==> src/rtl/status_led_pkg.sv <==
// Shared types and widths for the status LED controller.
package status_led_pkg;

    localparam int ModeW = 3;
    localparam int DutyW = 8;
    localparam int CodeW = 4;

    typedef enum logic [ModeW-1:0] {
        MODE_OFF   = 3'd0,
        MODE_ON    = 3'd1,
        MODE_BLINK = 3'd2,
        MODE_PWM   = 3'd3,
        MODE_CODE  = 3'd4
    } led_mode_e;

    typedef enum logic [1:0] {
        CODE_IDLE,
        CODE_ON,
        CODE_OFF,
        CODE_GAP
    } code_state_e;

    function automatic int max_int(input int a, input int b);
        return (a > b) ? a : b;
    endfunction

endpackage

==> src/rtl/status_led_chan.sv <==
// One LED channel: blink/fast timers, optional PWM counter, blink-code FSM, alert latch.
// PWM support is built only when STATUS_LED_PWM_EN is defined; otherwise mode 3 lights steadily.
//
// state     | meaning
// CODE_IDLE | dark, samples code_i each clk, nonzero starts a sequence
// CODE_ON   | lit for PulseTicks ticks
// CODE_OFF  | dark for PulseTicks ticks, then next pulse or gap
// CODE_GAP  | dark for GapTicks ticks after the last pulse
module status_led_chan
    import status_led_pkg::*;
#(
    parameter int BlinkTicks = 500,
    parameter int FastTicks  = 62,
    parameter int PulseTicks = 200,
    parameter int GapTicks   = 1500
) (
    input  logic             clk_i,
    input  logic             rst_i,
    input  logic             tick_i,
    input  logic [ModeW-1:0] mode_i,
    input  logic [DutyW-1:0] duty_i,
    input  logic [CodeW-1:0] code_i,
    input  logic             alert_set_i,
    input  logic             alert_clr_i,
    output logic             led_o,
    output logic             alert_o
);

    localparam int MaxTicks = max_int(max_int(BlinkTicks, FastTicks), max_int(PulseTicks, GapTicks));
    localparam int CntW = $clog2(MaxTicks + 1);
    localparam logic [CntW-1:0] BlinkLd = CntW'(BlinkTicks - 1);
    localparam logic [CntW-1:0] FastLd  = CntW'(FastTicks - 1);
    localparam logic [CntW-1:0] PulseLd = CntW'(PulseTicks - 1);
    localparam logic [CntW-1:0] GapLd   = CntW'(GapTicks - 1);

    logic [ModeW-1:0] mode_q, mode_d;
    logic             alert_q, alert_d;
    logic [CntW-1:0]  blink_cnt_q, blink_cnt_d;
    logic             blink_lit_q, blink_lit_d;
    logic [CntW-1:0]  fast_cnt_q, fast_cnt_d;
    logic             fast_lit_q, fast_lit_d;
    code_state_e      code_st_q, code_st_d;
    logic [CntW-1:0]  code_cnt_q, code_cnt_d;
    logic [CodeW-1:0] rem_q, rem_d;
    logic             led_q, led_d;
    logic             mode_chg;
    logic             mode_lit;
    logic             pwm_lit;

    assign mode_chg = (mode_i != mode_q);

`ifdef STATUS_LED_PWM_EN
    logic [DutyW-1:0] pwm_q, pwm_d;

    always_comb pwm_d = mode_chg ? '0 : pwm_q + 1'b1;

    always_ff @(posedge clk_i or posedge rst_i) begin
        if (rst_i) pwm_q <= '0;
        else       pwm_q <= pwm_d;
    end

    assign pwm_lit = (pwm_d < duty_i);
`else
    logic unused_duty;
    assign unused_duty = ^duty_i;
    assign pwm_lit = 1'b1;
`endif

    always_comb begin
        mode_d  = mode_i;
        alert_d = alert_set_i | (alert_q & ~alert_clr_i);

        blink_cnt_d = blink_cnt_q;
        blink_lit_d = blink_lit_q;
        if (mode_chg) begin
            blink_cnt_d = BlinkLd;
            blink_lit_d = 1'b1;
        end else if (tick_i) begin
            if (blink_cnt_q == '0) begin
                blink_cnt_d = BlinkLd;
                blink_lit_d = ~blink_lit_q;
            end else begin
                blink_cnt_d = blink_cnt_q - 1'b1;
            end
        end

        // Fast timer is held at its lit phase until the alert has actually latched.
        fast_cnt_d = fast_cnt_q;
        fast_lit_d = fast_lit_q;
        if (!alert_q) begin
            fast_cnt_d = FastLd;
            fast_lit_d = 1'b1;
        end else if (tick_i) begin
            if (fast_cnt_q == '0) begin
                fast_cnt_d = FastLd;
                fast_lit_d = ~fast_lit_q;
            end else begin
                fast_cnt_d = fast_cnt_q - 1'b1;
            end
        end

        code_st_d  = code_st_q;
        code_cnt_d = code_cnt_q;
        rem_d      = rem_q;
        if (mode_chg) begin
            code_st_d  = CODE_IDLE;
            code_cnt_d = '0;
            rem_d      = '0;
        end else begin
            case (code_st_q)
                CODE_IDLE: if (code_i != '0) begin
                    rem_d      = code_i;
                    code_st_d  = CODE_ON;
                    code_cnt_d = PulseLd;
                end
                CODE_ON: if (tick_i) begin
                    if (code_cnt_q == '0) begin
                        code_st_d  = CODE_OFF;
                        code_cnt_d = PulseLd;
                    end else begin
                        code_cnt_d = code_cnt_q - 1'b1;
                    end
                end
                CODE_OFF: if (tick_i) begin
                    if (code_cnt_q != '0) begin
                        code_cnt_d = code_cnt_q - 1'b1;
                    end else if (rem_q > 4'd1) begin
                        rem_d      = rem_q - 1'b1;
                        code_st_d  = CODE_ON;
                        code_cnt_d = PulseLd;
                    end else begin
                        code_st_d  = CODE_GAP;
                        code_cnt_d = GapLd;
                    end
                end
                default: if (tick_i) begin
                    if (code_cnt_q == '0) code_st_d = CODE_IDLE;
                    else                  code_cnt_d = code_cnt_q - 1'b1;
                end
            endcase
        end

        case (mode_i)
            MODE_ON:    mode_lit = 1'b1;
            MODE_BLINK: mode_lit = blink_lit_d;
            MODE_PWM:   mode_lit = pwm_lit;
            MODE_CODE:  mode_lit = (code_st_d == CODE_ON);
            default:    mode_lit = 1'b0;
        endcase

        led_d = alert_d ? fast_lit_d : mode_lit;
    end

    always_ff @(posedge clk_i or posedge rst_i) begin
        if (rst_i) begin
            mode_q      <= '0;
            alert_q     <= 1'b0;
            blink_cnt_q <= '0;
            blink_lit_q <= 1'b0;
            fast_cnt_q  <= '0;
            fast_lit_q  <= 1'b0;
            code_st_q   <= CODE_IDLE;
            code_cnt_q  <= '0;
            rem_q       <= '0;
            led_q       <= 1'b0;
        end else begin
            mode_q      <= mode_d;
            alert_q     <= alert_d;
            blink_cnt_q <= blink_cnt_d;
            blink_lit_q <= blink_lit_d;
            fast_cnt_q  <= fast_cnt_d;
            fast_lit_q  <= fast_lit_d;
            code_st_q   <= code_st_d;
            code_cnt_q  <= code_cnt_d;
            rem_q       <= rem_d;
            led_q       <= led_d;
        end
    end

    assign led_o   = led_q;
    assign alert_o = alert_q;

endmodule

==> src/rtl/status_led_ctrl.sv <==
// Multi-channel status LED controller: shared base-tick prescaler, per-channel engines, pin polarity.
// Build with STATUS_LED_PWM_EN defined to enable PWM dimming in mode 3.
module status_led_ctrl
    import status_led_pkg::*;
#(
    parameter int   NumLeds    = 2,
    parameter int   TickDiv    = 100000,
    parameter int   BlinkTicks = 500,
    parameter int   FastTicks  = 62,
    parameter int   PulseTicks = 200,
    parameter int   GapTicks   = 1500,
    parameter logic ActiveLow  = 1'b0
) (
    input  logic                     clk_i,
    input  logic                     rst_i,
    input  logic [ModeW*NumLeds-1:0] mode_i,
    input  logic [DutyW*NumLeds-1:0] duty_i,
    input  logic [CodeW*NumLeds-1:0] code_i,
    input  logic [NumLeds-1:0]       alert_set_i,
    input  logic [NumLeds-1:0]       alert_clr_i,
    output logic [NumLeds-1:0]       led_o,
    output logic [NumLeds-1:0]       alert_o,
    output logic                     tick_o
);

    localparam int PreW = $clog2(TickDiv);
    localparam logic [PreW-1:0] PreLast = PreW'(TickDiv - 1);

    logic [PreW-1:0]    pre_q, pre_d;
    logic               tick;
    logic [NumLeds-1:0] led_raw;

    assign tick = (pre_q == PreLast);

    always_comb pre_d = tick ? '0 : pre_q + 1'b1;

    always_ff @(posedge clk_i or posedge rst_i) begin
        if (rst_i) pre_q <= '0;
        else       pre_q <= pre_d;
    end

    assign tick_o = tick;

    for (genvar i = 0; i < NumLeds; i++) begin : g_chan
        status_led_chan #(
            .BlinkTicks (BlinkTicks),
            .FastTicks  (FastTicks),
            .PulseTicks (PulseTicks),
            .GapTicks   (GapTicks)
        ) u_chan (
            .clk_i       (clk_i),
            .rst_i       (rst_i),
            .tick_i      (tick),
            .mode_i      (mode_i[i*ModeW +: ModeW]),
            .duty_i      (duty_i[i*DutyW +: DutyW]),
            .code_i      (code_i[i*CodeW +: CodeW]),
            .alert_set_i (alert_set_i[i]),
            .alert_clr_i (alert_clr_i[i]),
            .led_o       (led_raw[i]),
            .alert_o     (alert_o[i])
        );
    end

    // Polarity is applied after the register so reset drives the pins dark.
    assign led_o = ActiveLow ? ~led_raw : led_raw;

endmodule

==> config.mk <==
export PLATFORM = sky130hd
export DESIGN_NAME = status_led_ctrl
export DESIGN_NICKNAME = d
export VERILOG_FILES = /design/src/rtl/status_led_pkg.sv /design/src/rtl/status_led_chan.sv /design/src/rtl/status_led_ctrl.sv
export SDC_FILE = /design/constraint.sdc
export NUM_CORES = 1
export LEC_CHECK = 0
export ABC_AREA = 1
export BUFFER_PORTS_ARGS = -buffer_cell sky130_fd_sc_hd__buf_2
export CORE_ASPECT_RATIO = 1.25
export CORE_MARGIN = 5
export CORE_UTILIZATION = 60
export CTS_BUF_LIST = sky130_fd_sc_hd__clkbuf_16
export DETAILED_ROUTE_END_ITERATION = 8
export PLACE_DENSITY = 0.76
export SYNTH_ARGS = -nofsm -noshare
export SYNTH_HDL_FRONTEND = slang
export SYNTH_HIERARCHICAL = 1
export SYNTH_SLANG_ARGS = --single-unit
==> constraint.sdc <==
create_clock -name clk_i -period 2.55 [get_ports clk_i]
set_input_delay 0.51 -clock clk_i [delete_from_list [all_inputs] [get_ports clk_i]]
set_output_delay 0.51 -clock clk_i [all_outputs]
set_load 0.005 [all_outputs]
==> results of run 1 <==
## stage by stage
stage	worst slack, ps	total power [mW]	cell area [sq um]	hold slack, ps
floorplan	424	2.24	6530	436
global placement	229	2.36	6840	483
detailed placement	167	2.38	6840	488
CTS	0.734	3.76	7140	171
global route	4.42	3.91	7150	185
finish	150	3.72	7150	167
## kinds of logic after synthesis
group                    count (synthesis)  synth area share, %
XOR/XNOR                                36                 4.83
adder cells (fa/ha/maj)                 19                 3.64
AO/OA/AOI/OAI                          101                 8.64
buffers and inverters                  151                 9.08
flip-flops                             109                 41.8
AND/OR/NAND/NOR                        461                 32.0
## layout make-up
cell class | count | area, sq um
clock buffer | 9 | 225
clock inverter | 7 | 67.6
fill | 900 | 3470
inverter | 145 | 562
multi-input combinational | 617 | 3210
sequential | 109 | 2730
tap | 132 | 165
timing repair buffer | 33 | 188
## synthesized netlist by cell type, drive strengths merged
cell     instances
nand3b           6
nor2           127
a211oi           2
clkinv           1
o22ai            4
xor2            22
o21ai           55
buf              4
o2111ai          2
o211a            2
ha              19
clkbuf           2
o211ai           4
nor4             2
or2              6
inv            144
nor3            15
nand4           13
a21oi           28
nand2          193
dfrtp          109
xnor2           14
o32ai            2
a31oi            2
nand3           99
## final timing paths
kind | startpoint | cells after the start | endpoint | slack, ps
setup / recovery | pre_q[0] | 9 | tick_o | 150
hold / removal | rst_i | 2 | g_chan[0].u_chan/blink_cnt_q[3] | 170
setup reg to reg | pre_q[0] | 14 | g_chan[1].u_chan/fast_cnt_q[9] | 240
hold reg to reg | pre_q[0] | 1 | pre_q[0] | 510
max in group asynchronous | rst_i | 3 | g_chan[1].u_chan/blink_cnt_q[0] | 1770
min in group clk_i | mode_i[1] | 1 | g_chan[0].u_chan/mode_q[1] | 310
## report_power, final
part           switching, mW  leakage, nW  total (mW)  internal [mW]
registers             0.0355         1.33        1.80           1.77
logic                  0.365         2.19       0.549          0.184
clock network          0.611        0.143        1.37          0.756
total                   1.01         3.66        3.72           2.71
## critical path: cells and delay by family (launching register included)
family                     cells  cell delay [ps]
adders and majority gates      1              230
and+or+nand+nor                4              420
buffers and inverters          4              490
DFF                            1              410
## sequential cells by signal (all words and copies together), names as in the netlist
name                       flops
g_chan.u_chan/rem_q            8
g_chan.u_chan/mode_q           6
g_chan.u_chan/blink_lit_q      2
pre_q                         17
g_chan.u_chan/fast_cnt_q      22
g_chan.u_chan/led_o            2
g_chan.u_chan/alert_o          2
g_chan.u_chan/fast_lit_q       2
g_chan.u_chan/code_cnt_q      22
g_chan.u_chan/code_st_q        4
g_chan.u_chan/blink_cnt_q     22
## metal layers
metal / wire [microns] / vias to the layer above
met5: 0 / -
li1: - / 2873
met1: 5790 / 2721
met4: 161 / 0
met3: 473 / 18
met2: 6640 / 126
## what timing repair did
item,CTS,global route
setup endpoints to repair,0,8
gates resized for setup,0,5
setup buffers,0,0
==> results.toml, run 1 <==
[grt]
grt_start_max_net_pins = 24
grt-busiest-layer = "met2"
grt_use_met3_pct = 3.51
grt_pass1_wl_microns = 23100
grt_pass1_vias = 5605
gr-usage-met2_pct = 36.9
use_met1_pct = 26.0
antenna_found_initial = 0
grtUsageTotal_pct = 21.1
gr-total-overflow = 0

[setup_path]
end_kind = "output pin"
crit_chain = "ha_2 -> nand2_1 -> inv_2 -> nand2_1 -> nor2_2 -> nand2_2 -> inv_8 -> buf_4 -> buf_2"
crit_path_start_kind = "register"
cp.required_ps = 2040
cp_slowest_cell = "dfrtp_1"
cp_max_fo = 15
crit_path_frequent_cell = "nand2_1"
critPathArrivalTime_ps = 1890
timing.setup.critical_path_class = "reg -> out"
cpPeakStageDelay_ps = 410

[place]
portBuffers = 24
place.gp.congestion = 0.893
dpl.hpwl_microns = 9940
dp_cells = 1036

[die]
start_util_pct = 61.5
core_area_sq_um = 10600
die_x_microns = 103
pin_count = 41
die_y_microns = 127
rows = 42
die_area_sq_um = 13100

[synthesis]
yosysWarnings = 6
synth.cell_area_sq_um = 6530
syn_area_per_cell_sq_um = 7.44
ys_types = 36
syn-num-nets = 932
ys_ff_latch = 109
synth_top_area_cell = "dfrtp_1"
syn_inst = 877
synth_seq_area_share_pct = 41.8
ys_top_cells_by_area = "dfrtp_1 42%, nand2_1 10%, inv_1 7.5%"
synth_top_area_share_pct = 41.8

[clock_network]
cts_root_buf = "clkbuf_16"
clk_pin_slew_worst_paths_ps = 70
cts_buffers = 9
postCtsHoldBufs = 0
clk_latency_ps = 340
cts_max_level = 3
clock_sinks = 109
clk_path_buf_depth = 2
tritoncts = "yes"

[detailed_routing]
wire_per_inst_microns = 12.4
antenna_left = 0
via_per_inst = 5.45
drc = 0
dr.pass1.iters = 6
vias = 5738
drt_iter0_markers = 337
routed_wl_microns = 13100

[cells_and_area]
mostFrequentLayoutCells = "180 x nand2_1, 130 x inv_1, 112 x nor2_1, 109 x dfrtp_1, 95 x nand3_1"
layout_commonest_cell = "nand2_1"
final_layout_size_suffix_gt1_share_pct = 11.1
nets = 970
antennaDiodeCount = 0
final_util_pct = 67.3
areaGrowthSynthToFinish_pct = 9.45
fin_cells = 1052

[sta]
final_max_slew_viol_count = 0
fmax_mhz = 417
max_slew_margin_pct = 58.6
skew_ps = 3.63
rsz0062_at_grt = "false"
worstMarginPinSlew_ps = 620
final.setup.tns_ps = 0
hold_viol = 0
min_period_ps = 2400
period_share_pct = 94.1
setup_viol = 0

[power_and_ir_drop]
powerDensity_nw_per_um2 = 520
ir_drop_v = 0.000342
p_leak_nw = 3.66

[status]
outcome = "complete, no violations"

[job]
maxCapViolations = 0

[worst_hold_path]
hp-class = "in -> async"
(Power assumes the default switching activity.)
==> run 2: changes to the inputs <==
--- a/config.mk
+++ b/config.mk
@@ -9,10 +9,10 @@
 export BUFFER_PORTS_ARGS = -buffer_cell sky130_fd_sc_hd__buf_2
 export CORE_ASPECT_RATIO = 1.25
 export CORE_MARGIN = 5
-export CORE_UTILIZATION = 60
+export CORE_UTILIZATION = 25
 export CTS_BUF_LIST = sky130_fd_sc_hd__clkbuf_16
 export DETAILED_ROUTE_END_ITERATION = 8
-export PLACE_DENSITY = 0.76
+export PLACE_DENSITY = 0.37
 export SYNTH_ARGS = -nofsm -noshare
 export SYNTH_HDL_FRONTEND = slang
 export SYNTH_HIERARCHICAL = 1
==> run 2 against run 1 <==
Compared with the run above:
- clock power up 15%
- sequential share of layout area down 1.8 points
- global-route usage down 9.7 points
- cell count up 21%
- wire length up 20%
- register-to-register slack better by 80 ps
- combinational power up 1%
- critical path depth unchanged
- setup slack better by 30 ps
- largest power group unchanged
==> results.toml, run 2 (same netlist as run 1, synthesis figures left out) <==
[status]
outcome = "complete, no violations"

[detailed_routing]
vias = 5448
dr.pass1.iters = 5
drc = 0
antenna_left = 0
via_per_inst = 4.30
drt_iter0_markers = 228
routed_wl_microns = 15700
wire_per_inst_microns = 12.4

[cells_and_area]
mostFrequentLayoutCells = "180 x nand2_1, 129 x inv_1, 112 x nor2_1, 109 x dfrtp_1, 95 x nand3_1"
top_regs = "g_chan.u_chan/blink_cnt_q x22, g_chan.u_chan/code_cnt_q x22, g_chan.u_chan/fast_cnt_q x22"
seq_area_sq_um = 2730
nets = 978
multiInputGateArea_sq_um = 3210
fillers = 2885
final_layout_size_suffix_gt1_share_pct = 12.0
antennaDiodeCount = 0
layout_commonest_cell = "nand2_1"
areaGrowthSynthToFinish_pct = 14.9

[sta]
final_max_slew_viol_count = 0
setup_viol = 0
timing.hold.ws_ps = 285
worstMarginPinSlew_ps = 695
skew_ps = 11.2
fmax_mhz = 422
rsz0062_at_grt = "false"
max_slew_margin_pct = 53.6
final.setup.tns_ps = 0
period_share_pct = 92.9
hold_viol = 0
min_period_ps = 2370

[setup_path]
crit_path_start_kind = "register"
timing.setup.critical_path_class = "reg -> out"
cp.required_ps = 2040
cp_max_fo = 11
end_kind = "output pin"
critPathArrivalTime_ps = 1860
reg2regPathDepth = 17

[grt]
grt_start_max_net_pins = 47
grtUsageTotal_pct = 11.4
gr-total-overflow = 0
grt_pass1_vias = 5648
grt_pass1_wl_microns = 27600
antenna_found_initial = 0

[clock_network]
clk_latency_ps = 360
clk_path_buf_depth = 2
clock_sinks = 109
tritoncts = "yes"
cts_root_buf = "clkbuf_16"
ctsResizeCount = 1
cts_buffers = 9
clk_pin_slew_worst_paths_ps = 80
cts_max_level = 3
postCtsHoldBufs = 0
post_cts_buffers = 0

[power_and_ir_drop]
p_leak_nw = 3.71
powerDensity_nw_per_um2 = 525
ir_drop_v = 0.000276

[die]
start_util_pct = 25.2
die_y_microns = 191
core_area_sq_um = 25900
die_area_sq_um = 29500
die_x_microns = 155
pin_count = 41
rows = 66

[worst_hold_path]
hp-class = "in -> async"

[place]
portBuffers = 24
dpl.hpwl_microns = 11800
place.gp.congestion = 0.779

[job]
maxCapViolations = 0
[run 2: cell type report]
cell class / instances / area share [%]
tap: 340 / 5.67
clock buffer: 9 / 3.00
inverter: 145 / 7.46
sequential: 109 / 36.4
multi-input combinational: 617 / 42.8
timing repair buffer: 41 / 3.35
clock inverter: 7 / 1.32
[run 2: stage by stage]
step	worst slack [ps]	util, %	instances	cell area [sq um]	power [mW]
6_report	181	28.9	1268	7500	3.93
3_3_place_gp	259	27.6	1252	7160	2.41
4_1_cts	75.3	28.9	1268	7490	4.04
3_5_place_dp	224	27.6	1252	7160	2.41
5_1_grt	12.0	28.9	1268	7500	4.18
2_1_floorplan	424	-	877	6530	2.24
[run 2: final timing paths]
kind,startpoint,slack [ps],endpoint
setup / recovery,pre_q[0],180,tick_o
hold reg to reg,g_chan[1].u_chan/blink_cnt_q[0],500,g_chan[1].u_chan/blink_cnt_q[0]
min in group clk_i,mode_i[4],300,g_chan[1].u_chan/mode_q[1]
setup reg to reg,pre_q[0],320,g_chan[1].u_chan/led_o
max in group asynchronous,rst_i,1780,g_chan[0].u_chan/code_st_q[0]
hold / removal,rst_i,280,pre_q[6]
[run 2: metal layers]
layer	GRT usage [%]	up-vias	share of wire, %
met3	1.61	13	1.5
li1	-	2884	-
met1	14.6	2511	48
met4	4.32	0	1.8
met2	19.4	40	49
met5	0	-	0
[run 2: power breakdown]
part	switching, mW	internal (mW)	leakage (nW)
Sequential	0.0353	1.77	1.33
Clock	0.707	0.868	0.156
Combinational	0.370	0.188	2.23
Total	1.11	2.82	3.71
[run 2: critical path, stage by stage (launching register included)]
cell      delay, ps
dfrtp_1         410
ha_2            220
nand2_1          70
inv_2            90
nand2_1          70
nor2_2          130
nand2_2          90
clkinv_4        140
buf_6           160
buf_2           120
